[src/rtl/lcd_char_controller.sv]
// HD44780 character-LCD driver: power-on init, then refresh of a host-writable ROWS x COLS buffer.
// Latency: every LCD transaction is ISSUE/DROP/HOLD = 3 step ticks of TICK_DIV clocks; a write is visible from the next data ISSUE of its index.
// Backpressure: none; the write port accepts every cycle and the panel is never waited on (RW held 0).
module lcd_char_controller #(
    parameter int TICK_DIV     = 62500,
    parameter int COLS         = 16,
    parameter int ROWS         = 2,
    parameter int HEX_EXPAND   = 1,
    parameter int REFRESH_MODE = 0,
    localparam int NCELL       = ROWS * COLS,
    localparam int AW          = (NCELL > 1) ? $clog2(NCELL) : 1
) (
    input  logic          iCLK_50MHZ,
    input  logic          iRST_N,
    input  logic          wr_en,
    input  logic [AW-1:0] wr_addr,
    input  logic [7:0]    wr_data,
    input  logic          clear_req,
    output logic          ready,
    output logic          frame_done,
    output logic          LCD_RS,
    output logic          LCD_E,
    output logic          LCD_RW,
    inout  wire  [7:0]    DATA_BUS
);

    localparam int TW = (TICK_DIV > 1) ? $clog2(TICK_DIV) : 1;
    localparam int CW = (COLS > 1) ? $clog2(COLS) : 1;
    localparam logic [AW:0] NCELL_W = (AW + 1)'(NCELL);

    typedef enum logic [3:0] {
        ST_RESET1,
        ST_RESET2,
        ST_RESET3,
        ST_FUNC_SET,
        ST_DISP_OFF,
        ST_CLEAR,
        ST_DISP_ON,
        ST_MODE_SET,
        ST_HOME,
        ST_DATA,
        ST_ROW_ADDR,
        ST_IDLE
    } state_t;

    typedef enum logic [1:0] {
        PH_ISSUE,
        PH_DROP,
        PH_HOLD
    } phase_t;

    // Step tick generator
    logic [TW-1:0] tick_cnt;
    logic          tick;

    // Character buffer and dirty flag
    logic [7:0]    char_buf [NCELL];
    logic          wr_ok;
    logic          dirty_q;
    logic          dirty_set;
    logic          dirty_clr;

    // Sequencer state
    state_t        state_q, state_d;
    phase_t        phase_q, phase_d;
    logic [1:0]    row_q, row_d;
    logic [CW-1:0] col_q, col_d;
    logic [AW-1:0] idx_q, idx_d;
    logic          e_q, e_d;
    logic          rs_q, rs_d;
    logic [7:0]    dat_q, dat_d;
    logic          ready_q, ready_d;
    logic          done_q, done_d;

    logic [7:0]    cur_byte;
    logic [7:0]    shown_byte;
    logic [7:0]    cmd_byte;
    logic [7:0]    row_addr;
    logic          last_col;
    logic          last_row;
    state_t        frame_next;

    assign tick      = (tick_cnt == TW'(TICK_DIV - 1));
    assign wr_ok     = wr_en && ({1'b0, wr_addr} < NCELL_W);
    assign dirty_set = wr_ok || clear_req;
    assign cur_byte  = char_buf[idx_q];
    assign last_col  = (col_q == CW'(COLS - 1));
    assign last_row  = (row_q == 2'(ROWS - 1));

    assign LCD_E      = e_q;
    assign LCD_RS     = rs_q;
    assign LCD_RW     = 1'b0;
    assign DATA_BUS   = dat_q;
    assign ready      = ready_q;
    assign frame_done = done_q;

    // Free-running 0..TICK_DIV-1 counter producing the one-cycle step enable
    always_ff @(posedge iCLK_50MHZ) begin
        if (!iRST_N) begin
            tick_cnt <= '0;
        end else if (tick) begin
            tick_cnt <= '0;
        end else begin
            tick_cnt <= tick_cnt + 1'b1;
        end
    end

    // Buffer writes; a write in the same cycle as a clear lands on top of the blank fill
    always_ff @(posedge iCLK_50MHZ) begin
        if (!iRST_N) begin
            for (int i = 0; i < NCELL; i++) begin
                char_buf[i] <= 8'h20;
            end
        end else begin
            if (clear_req) begin
                for (int i = 0; i < NCELL; i++) begin
                    char_buf[i] <= 8'h20;
                end
            end
            if (wr_ok) begin
                char_buf[wr_addr] <= wr_data;
            end
        end
    end

    // Dirty flag: a host update in the HOME ISSUE cycle keeps it set so the change is not lost
    always_ff @(posedge iCLK_50MHZ) begin
        if (!iRST_N) begin
            dirty_q <= 1'b1;
        end else if (dirty_set) begin
            dirty_q <= 1'b1;
        end else if (dirty_clr) begin
            dirty_q <= 1'b0;
        end
    end

    // DDRAM row start addresses (rows 2/3 continue rows 0/1 after COLS characters)
    always_comb begin
        row_addr = 8'h80;
        unique case (row_q)
            2'd0:    row_addr = 8'h80;
            2'd1:    row_addr = 8'hC0;
            2'd2:    row_addr = 8'h80 + 8'(COLS);
            default: row_addr = 8'hC0 + 8'(COLS);
        endcase
    end

    // Command byte for each non-data state
    always_comb begin
        cmd_byte = 8'h00;
        unique case (state_q)
            ST_RESET1, ST_RESET2, ST_RESET3, ST_FUNC_SET: cmd_byte = 8'h38;
            ST_DISP_OFF: cmd_byte = 8'h08;
            ST_CLEAR:    cmd_byte = 8'h01;
            ST_DISP_ON:  cmd_byte = 8'h0C;
            ST_MODE_SET: cmd_byte = 8'h06;
            ST_HOME:     cmd_byte = 8'h80;
            ST_ROW_ADDR: cmd_byte = row_addr;
            default:     cmd_byte = 8'h00;
        endcase
    end

    // Raw nibbles 0x00-0x0F become ASCII hex digits when expansion is on
    always_comb begin
        shown_byte = cur_byte;
        if (HEX_EXPAND != 0 && cur_byte[7:4] == 4'h0) begin
            if (cur_byte[3:0] <= 4'd9) begin
                shown_byte = 8'h30 + {4'h0, cur_byte[3:0]};
            end else begin
                shown_byte = 8'h37 + {4'h0, cur_byte[3:0]};
            end
        end
    end

    // Where a finished frame goes: straight back to HOME, or wait for new content
    always_comb begin
        frame_next = ST_HOME;
        if (REFRESH_MODE != 0 && !dirty_q) begin
            frame_next = ST_IDLE;
        end
    end

    // Sequencer state and registered panel outputs
    always_ff @(posedge iCLK_50MHZ) begin
        if (!iRST_N) begin
            state_q <= ST_RESET1;
            phase_q <= PH_ISSUE;
            row_q   <= '0;
            col_q   <= '0;
            idx_q   <= '0;
            e_q     <= 1'b0;
            rs_q    <= 1'b0;
            dat_q   <= 8'h00;
            ready_q <= 1'b0;
            done_q  <= 1'b0;
        end else begin
            state_q <= state_d;
            phase_q <= phase_d;
            row_q   <= row_d;
            col_q   <= col_d;
            idx_q   <= idx_d;
            e_q     <= e_d;
            rs_q    <= rs_d;
            dat_q   <= dat_d;
            ready_q <= ready_d;
            done_q  <= done_d;
        end
    end

    // Next-state: ISSUE drives the bus and raises E, DROP lowers E, HOLD picks the next command
    always_comb begin
        state_d   = state_q;
        phase_d   = phase_q;
        row_d     = row_q;
        col_d     = col_q;
        idx_d     = idx_q;
        e_d       = e_q;
        rs_d      = rs_q;
        dat_d     = dat_q;
        ready_d   = ready_q;
        done_d    = 1'b0;
        dirty_clr = 1'b0;
        if (tick) begin
            unique case (phase_q)
                PH_ISSUE: begin
                    if (state_q == ST_IDLE) begin
                        if (dirty_q) begin
                            state_d = ST_HOME;
                        end
                    end else if (state_q == ST_DATA && cur_byte == 8'hFE) begin
                        // Terminator: nothing is sent, the frame closes here
                        done_d  = 1'b1;
                        state_d = frame_next;
                        row_d   = '0;
                        col_d   = '0;
                        idx_d   = '0;
                    end else begin
                        e_d       = 1'b1;
                        rs_d      = (state_q == ST_DATA);
                        dat_d     = (state_q == ST_DATA) ? shown_byte : cmd_byte;
                        dirty_clr = (state_q == ST_HOME);
                        phase_d   = PH_DROP;
                    end
                end
                PH_DROP: begin
                    e_d     = 1'b0;
                    phase_d = PH_HOLD;
                end
                PH_HOLD: begin
                    phase_d = PH_ISSUE;
                    unique case (state_q)
                        ST_RESET1:   state_d = ST_RESET2;
                        ST_RESET2:   state_d = ST_RESET3;
                        ST_RESET3:   state_d = ST_FUNC_SET;
                        ST_FUNC_SET: state_d = ST_DISP_OFF;
                        ST_DISP_OFF: state_d = ST_CLEAR;
                        ST_CLEAR:    state_d = ST_DISP_ON;
                        ST_DISP_ON:  state_d = ST_MODE_SET;
                        ST_MODE_SET: begin
                            ready_d = 1'b1;
                            state_d = frame_next;
                        end
                        ST_HOME, ST_ROW_ADDR: state_d = ST_DATA;
                        ST_DATA: begin
                            idx_d = idx_q + 1'b1;
                            if (!last_col) begin
                                col_d = col_q + 1'b1;
                            end else if (!last_row) begin
                                col_d   = '0;
                                row_d   = row_q + 1'b1;
                                state_d = ST_ROW_ADDR;
                            end else begin
                                done_d  = 1'b1;
                                state_d = frame_next;
                                row_d   = '0;
                                col_d   = '0;
                                idx_d   = '0;
                            end
                        end
                        default: state_d = state_q;
                    endcase
                end
                default: phase_d = PH_ISSUE;
            endcase
        end
    end

endmodule

[config.mk]
export PLATFORM = sky130hd
export DESIGN_NAME = lcd_char_controller
export DESIGN_NICKNAME = d
export VERILOG_FILES = /design/src/rtl/lcd_char_controller.sv
export SDC_FILE = /design/constraint.sdc
export NUM_CORES = 1
export LEC_CHECK = 0
export CAP_MARGIN = 40
export CORE_MARGIN = 8
export CORE_UTILIZATION = 35
export CTS_CLUSTER_DIAMETER = 40
export CTS_CLUSTER_SIZE = 14
export DETAILED_ROUTE_END_ITERATION = 8
export GPL_TIMING_DRIVEN = 1
export SYNTH_ARGS = -nofsm -noshare
export SYNTH_HDL_FRONTEND = slang
export SYNTH_SLANG_ARGS = --single-unit
[constraint.sdc]
create_clock -name iCLK_50MHZ -period 3.7 [get_ports iCLK_50MHZ]
set_input_delay 0.555 -clock iCLK_50MHZ [delete_from_list [all_inputs] [get_ports iCLK_50MHZ]]
set_output_delay 0.555 -clock iCLK_50MHZ [all_outputs]
set_load 0.005 [all_outputs]
==> results of run 1 <==
through the flow:
step | setup WS [ns] | hold slack, ns | std cells
2_1_floorplan | 0.422 | 0.436 | 1127
3_3_place_gp | 0.385 | 0.450 | 1663
3_5_place_dp | 0.325 | 0.464 | 1668
4_1_cts | 0.294 | 0.105 | 1756
5_1_grt | 0.0623 | 0.134 | 1756
6_report | 0.235 | 0.145 | 1756
placed cells by master, fill, tap and decap left out, drive strengths merged, types with 4 or more instances in the layout:
cell type,instances
or3,38
a221oi,4
clkdlybuf4s50,20
nand3,21
and3,6
nand2,39
or3b,4
mux4,49
bufinv,9
nand2b,7
edfxtp,256
mux2i,44
nor4,4
a211oi,4
clkinvlp,4
nor2,73
dfxtp,51
and2,230
buf,66
a31oi,11
o31ai,5
clkbuf,60
a21oi,17
nand3b,9
nor3,12
xor2,6
a22oi,9
nor2b,5
ha,6
xnor2,7
clkinv,12
inv,17
o22ai,20
o21ai,58
worst max path at each step:
stage	end	slack (ns)	cells after the start
after detailed placement	DATA_BUS[0]	0.32	12
after floorplan	DATA_BUS[1]	0.42	16
after global placement	DATA_BUS[0]	0.39	12
after global routing	DATA_BUS[0]	0.06	12
final	DATA_BUS[0]	0.24	12
after CTS	DATA_BUS[0]	0.29	12
worst max-delay path: cells and delay by family (launching register included):
| kind | cells | cell delay, ns |
|---|---|---|
| compound gates | 6 | 1.55 |
| flops | 1 | 0.64 |
| simple gates | 2 | 0.44 |
| fa+ha+maj | 1 | 0.29 |
| buf+inv | 1 | 0.22 |
| mux | 1 | 0.13 |
| xor+xnor | 1 | 0.08 |
synthesized netlist by cell type, drive strengths merged (11+ instances only):
cell	instances	area [µm²]
inv	13	48.8
a21oi	17	85.1
nor2	73	282
edfxtp	256	7690
and2	230	1440
mux2i	44	440
o22ai	20	125
buf	23	176
or3	38	238
a31oi	11	68.8
nor3	12	60.1
nand3	21	105
clkbuf	54	203
nand2	39	146
mux4	49	1110
dfxtp	51	1020
o21ai	58	294
layout make-up:
class	instances	area (µm²)
fill	3725	23600
sequential	307	8710
multi-input combinational	729	5390
clock buffer	60	1320
timing repair buffer	86	743
tap	532	666
clock inverter	28	418
inverter	14	52.6
power by group through the flow:
stage	Clock [µW]	Combinational, µW	Sequential, µW
floorplan	0	192	4000
global placement	0	347	4030
detailed placement	0	357	4030
CTS	4910	358	3960
global route	5050	383	3970
finish	4820	356	3960
logic make-up (layout without fill, tap and decap cells):
logic type / Yosys count / after routing / share of synthesized area (%)
AO/OA/AOI/OAI: 151 / 151 / 6.67
other: 1 / 1 / 0.0258
XOR/XNOR: 13 / 13 / 0.784
buffers and inverters: 91 / 188 / 2.97
adder cells (fa/ha/maj): 6 / 6 / 0.517
multiplexers: 94 / 94 / 10.8
AND/OR/NAND/NOR: 464 / 464 / 18.3
flip-flops: 307 / 307 / 59.9
flip-flops by register name, indices dropped and copies added, names as in the netlist, named ones only:
| name | flops |
|---|---|
| idx_q | 5 |
| frame_done | 1 |
| tick_cnt | 16 |
| DATA_BUS | 8 |
| phase_q | 2 |
| char_buf | 256 |
| col_q | 4 |
| state_q | 4 |
| row_q | 2 |
| LCD_RS | 1 |
| LCD_E | 1 |
| ready | 1 |
| dirty_q | 1 |
routing by layer:
layer,global-route usage [%],part of all wire (%),routed length [µm],up-vias
met1,20.7,43,15800,4535
met2,24.3,47,17200,303
li1,-,-,-,4307
met3,3.06,7.8,2880,70
met4,5.48,2.9,1060,0
met5,0,0,0,-
==> results by group, run 1 <==
STA
  • Final period util: 93.6%
  • RSZ-0062 raised after global routing: no
  • Hold violation total from the final report: 0
  • Layout Skew: approximately 0.023 ns
  • Fin. max-slew vios: 0
  • Tmin final: about 3.5 ns
  • Setup_tns: 0 ns
  • Final setup viols: 0
  • Fmax: 289 MHz
  • Slew @ Worst Pin: between 0.9 and 1 ns
  • Rel. slew slack: about 38%

Route
  • DR vias: ~9200
  • Routed Antenna Nets: 0
  • Vias per cell: approximately 5.2
  • DRC viols: 0
  • Total Wirelength: 36900 µm
  • Drt initial violations: between 800 and 900
  • Avg WL per Cell: 21.0 µm
  • Pre-Repair DR Iteration Count: 5

Synth
  • Ys flop type: edfxtp_1
  • Async S/R FF share, synth: 0%
  • Sequential area share after synthesis: 59.9%
  • Post-Syn Area per Cell: around 13 µm²
  • Syn Nets: around 1200
  • Synth Instances: approximately 1100
  • Synthesized cell area: 14500 µm²
  • Cell variety after synth: 70
  • Warning count from the yosys run: 0
  • Post-synth EDFFs: 256
  • Synthesized flop and latch total: slightly above 300

CTS
  • Clk sinks: 307
  • CTS clock-pin slew for the worst setup and hold paths: roughly 0.050 ns
  • CTS Hold Bufs: 0
  • H-tree depth: 2
  • Clk root buf: clkbuf_16
  • CTS tree: built
  • CTS Buffer Depth: 3
  • # Post-CTS Setup Buffers: 0
  • CTS buffer count: 48
  • # resized after CTS: 0
  • Worst skew pair latency: 0.57 ns

Worst setup path
  • RR Endpoint: DATA_BUS[0]
  • CP max FO: 22
  • Crit path max-delay cell type: dfxtp_4
  • R2R Setup Slk: ~0.24 ns
  • Startpoint Class: register
  • Worst-path cell chain: buf_12 > mux2i_1 > a221oi_1 > a21oi_1 > o211ai_1 > o21ai_0 > ha_1 > or2_2 > a21o_1 > nor2_1 > xnor2_1 > o31ai_1
  • Slowest cell delay on critical path: 0.64 ns
  • CP endpoint kind: register
  • Crit Path Class: reg -> reg
  • Crit path required time: around 4.2 ns
  • Worst path arrival time: roughly 3.9 ns
  • Reg2reg path depth: 12

Power
  • Comb pwr share: a little under 4%
  • Part of the power in registers: between 40% and 50%
  • Clock power frac: 52.8%
  • LEAKAGE: around 0.0061 µW
  • Switching power: ~1900 µW
  • Power per cell area: ~530 nW/µm²
  • Max IR drop VDD: 0.309 mV
  • Cell Int Power: 7200 µW
  • Design Power: slightly above 9000 µW
  • Switching share of power: a little over a fifth

Global route
  • Initial antenna violation count: 1
  • Number of global-route vias before repair: 9333
  • Largest net degree at the start of global routing: 34
  • Overflow after GRT: 0
  • Overall Global Routing Usage: between 15 and 20%
  • First-pass GRT wire length: around 57000 µm

Place
  • HPWL after detailed placement: roughly 25000 µm
  • IO buf count: 20
  • Placed inst area: approximately 16000 µm²
  • RePlAce Congestion: just under 0.9

Hold path
  • Hold Path End: DATA_BUS[6]
  • HP Start: DATA_BUS[6]
  • Hold path cells: 2
  • Worst min-delay path class: in -> reg

Floorplan
  • Core Region: 40900 µm²
  • Die ar.: 48300 µm²
  • Total I/O pin count: 30
  • Effective utilization at floorplan: between 30% and 40%
  • Die height: 220 µm
  • FP Rows: 74
  • Die W: about 220 µm

Layout
  • Layout Nets: ~1200
  • Final Cell Area: 17300 µm²
  • Antenna fix cells: 0
  • Layout cells sized above 1: between 15 and 20%
  • Syn-to-layout area delta: 19.1%
  • Post-layout util: between 40% and 50%

Status
  • Outcome: finished clean

Run
  • Max-cap violations: 0
Note: power is estimated with default switching activity, not from simulation.
==> run 2, diff against run 1 <==
--- a/config.mk
+++ b/config.mk
@@ -5,13 +5,16 @@
 export SDC_FILE = /design/constraint.sdc
 export NUM_CORES = 1
 export LEC_CHECK = 0
+export ABC_CLOCK_PERIOD_IN_PS = 3700
 export CAP_MARGIN = 40
 export CORE_MARGIN = 8
-export CORE_UTILIZATION = 35
+export CORE_UTILIZATION = 62
 export CTS_CLUSTER_DIAMETER = 40
 export CTS_CLUSTER_SIZE = 14
 export DETAILED_ROUTE_END_ITERATION = 8
 export GPL_TIMING_DRIVEN = 1
+export PLACE_DENSITY = 0.79
+export REMOVE_ABC_BUFFERS = 1
 export SYNTH_ARGS = -nofsm -noshare
 export SYNTH_HDL_FRONTEND = slang
 export SYNTH_SLANG_ARGS = --single-unit
==> results by group, run 2 (same netlist as run 1, synthesis figures left out) <==
STA
  • Final setup viols: 0 (unchanged)
  • Slew @ Worst Pin: 0.788 ns (was 0.930 ns)
  • Final period util: 91.9% (was 93.6%)
  • Fin. max-slew vios: 0 (unchanged)
  • RSZ-0062 raised after global routing: no (unchanged)
  • Tmin final: 3.40 ns (was 3.46 ns)
  • Fmax: 294 MHz (was 289 MHz)
  • Hold violation total from the final report: 0 (unchanged)
  • Layout Skew: 0.0146 ns (was 0.0232 ns)
  • Setup ws final: 0.301 ns (was 0.235 ns)
  • Rel. slew slack: 47.0% (was 38.0%)

Power
  • Switching share of power: 21.5% (was 21.2%)
  • Clock power frac: 49.2% (was 52.8%)
  • Switching power: 1830 µW (was 1930 µW)
  • Comb pwr share: 4.1% (was 3.9%)
  • Part of the power in registers: 46.7% (was 43.3%)
  • Max IR drop VDD: 0.441 mV (was 0.309 mV)
  • Cell Int Power: 6650 µW (was 7200 µW)
  • Power per cell area: 507 nW/µm² (was 528 nW/µm²)
  • LEAKAGE: 0.00594 µW (was 0.00611 µW)

Route
  • Avg WL per Cell: 22.7 µm (was 21.0 µm)
  • Routed Antenna Nets: 0 (unchanged)
  • Vias per cell: 6.25 (was 5.25)
  • Pre-Repair DR Iteration Count: 5 (unchanged)
  • DRC viols: 0 (unchanged)
  • DR vias: 9498 (was 9215)
  • Total Wirelength: 34500 µm (was 36900 µm)
  • Drt initial violations: 1099 (was 879)

Worst setup path
  • Slowest cell delay on critical path: 0.53 ns (was 0.64 ns)
  • Crit path max-delay cell type: o21ai_0 (was dfxtp_4)
  • CP endpoint kind: register (unchanged)
  • CP max FO: 12 (was 22)
  • Crit path required time: 4.09 ns (was 4.16 ns)
  • Startpoint Class: register (unchanged)
  • Crit Path Class: reg -> reg (unchanged)
  • Worst path arrival time: 3.79 ns (was 3.93 ns)
  • Worst-path cell chain: nor2_1 > a221oi_1 > a22oi_1 > o21ai_0 > o21ai_0 > inv_1 > ha_1 > and4_4 > a211oi_4 > buf_4 > mux2i_1 > nor2_1 (was buf_12 > mux2i_1 > a221oi_1 > a21oi_1 > o211ai_1 > o21ai_0 > ha_1 > or2_2 > a21o_1 > nor2_1 > xnor2_1 > o31ai_1)
  • Buf/Inv on CP: 2 (was 1)
  • Crit path max-delay family: compound AO/OA/AOI/OAI gates (unchanged)

Run
  • Max-cap violations: 0 (unchanged)

CTS
  • CTS Buffer Depth: 3 (unchanged)
  • CTS clock-pin slew for the worst setup and hold paths: 0.06 ns (was 0.05 ns)
  • Worst skew pair latency: 0.52 ns (was 0.57 ns)
  • CTS Hold Bufs: 0 (unchanged)
  • H-tree depth: 2 (unchanged)
  • CTS tree: built (unchanged)
  • Clk sinks: 307 (unchanged)
  • # Post-CTS Setup Buffers: 0 (unchanged)
  • CTS buffer count: 39 (was 48)
  • # resized after CTS: 0 (unchanged)
  • Clk root buf: clkbuf_16 (unchanged)

Global route
  • Overall Global Routing Usage: 24.7% (was 15.3%)
  • Largest net degree at the start of global routing: 34 (unchanged)
  • First-pass GRT wire length: 54600 µm (was 56600 µm)
  • Initial antenna violation count: 0 (was 1)
  • Overflow after GRT: 0 (unchanged)
  • Number of global-route vias before repair: 9538 (was 9333)

Place
  • IO buf count: 20 (unchanged)
  • HPWL after detailed placement: 23700 µm (was 25200 µm)
  • Post-Place Worst Slack: 0.324 ns (was 0.325 ns)
  • Placed inst area: 15300 µm² (was 15600 µm²)
  • RePlAce Congestion: 0.904 (was 0.866)

Layout
  • Multi-input logic area: 5390 µm² (unchanged)
  • Antenna fix cells: 0 (unchanged)
  • Most frequent cells in the layout: edfxtp_1 (256), and2_1 (230), nor2_1 (71), dfxtp_1 (49), o21ai_0 (47) (was edfxtp_1 (256), and2_1 (230), nor2_1 (71), buf_4 (59), clkbuf_16 (50))
  • Final Cell Area: 16700 µm² (was 17300 µm²)
  • Reg with most FFs: char_buf (unchanged)
  • Max FFs per register: 256 (unchanged)
  • Syn-to-layout area delta: 15.0% (was 19.1%)
  • Layout Nets: 1195 (was 1209)
  • Layout cells sized above 1: 16.1% (was 17.1%)
  • Most common cell after layout, fill and taps aside: edfxtp_1 (unchanged)
  • Filler cells: 1522 (was 3725)
  • Register Area: 8710 µm² (unchanged)

Floorplan
  • Die ar.: 28600 µm² (was 48300 µm²)
  • Total I/O pin count: 30 (unchanged)
  • Core Region: 23300 µm² (was 40900 µm²)
  • Die W: 169 µm (was 220 µm)
  • Effective utilization at floorplan: 62.5% (was 35.5%)
  • Die height: 169 µm (was 220 µm)
  • FP Rows: 56 (was 74)

Status
  • Outcome: finished clean (unchanged)

Hold path
  • Worst min-delay path class: in -> reg (unchanged)
run 2: changes by cell type in the layout (fill, tap and decap cells not counted), sizes merged:
cell      delta
buf          -5
bufinv       -1
clkbuf      -19
clkinv       -4
clkinvlp     +1
inv          +5
run 2: metrics by stage:
| step | instances | power (µW) | TNS [ns] | util [%] | hold WS (ns) |
|---|---|---|---|---|---|
| floorplan | 1050 | 4160 | -37.49 | - | 0.436 |
| detailed placement | 1450 | 4370 | 0 | 65.6 | 0.467 |
| CTS | 1520 | 8490 | 0 | 71.8 | 0.174 |
| finish | 1520 | 8470 | 0 | 71.8 | 0.183 |
| global route | 1520 | 8680 | 0 | 71.8 | 0.186 |
| global placement | 1425 | 4330 | 0 | 64.7 | 0.447 |
run 2: path summary, 6_finish.rpt:
kind / cells past startpoint / slack (ns) / endpoint / from
setup reg to reg: 12 / 0.30 / LCD_RS / register
hold / removal: 2 / 0.18 / DATA_BUS[6] / DATA_BUS[6]
setup / recovery: 12 / 0.30 / LCD_RS / register
hold reg to reg: 2 / 0.49 / DATA_BUS[6] / DATA_BUS[6]
run 2: worst register-to-register path: stages, from the launching register on:
cell	delay (ns)
dfxtp_1	0.43
nor2_1	0.49
a221oi_1	0.22
a22oi_1	0.21
o21ai_0	0.12
o21ai_0	0.53
inv_1	0.11
ha_1	0.20
and4_4	0.17
a211oi_4	0.31
buf_4	0.24
mux2i_1	0.20
nor2_1	0.05
run 2: layout make-up:
class                   instances  area share (%)
well taps                     319            2.39
inverters                      14           0.315
multi-input cells             729            32.3
flip-flops and latches        307            52.1
clock buffers                  41            6.14
repair buffers                 81            4.21
clock inverters                29            2.54
run 2: layer usage:
layer	track usage [%]	up-vias	wire [µm]
li1	-	4253	-
met1	32.6	4734	14100
met2	41.4	439	16900
met3	4.24	72	2720
met4	7.46	0	874
met5	0	-	0
run 2: power by group through the flow:
| stage | registers (µW) | logic [µW] | clock network [µW] |
|---|---|---|---|
| 2_1_floorplan | 4000 | 161 | 0 |
| 3_3_place_gp | 4020 | 307 | 0 |
| 3_5_place_dp | 4030 | 340 | 0 |
| 4_1_cts | 3950 | 343 | 4190 |
| 5_1_grt | 3970 | 372 | 4340 |
| 6_report | 3950 | 346 | 4170 |
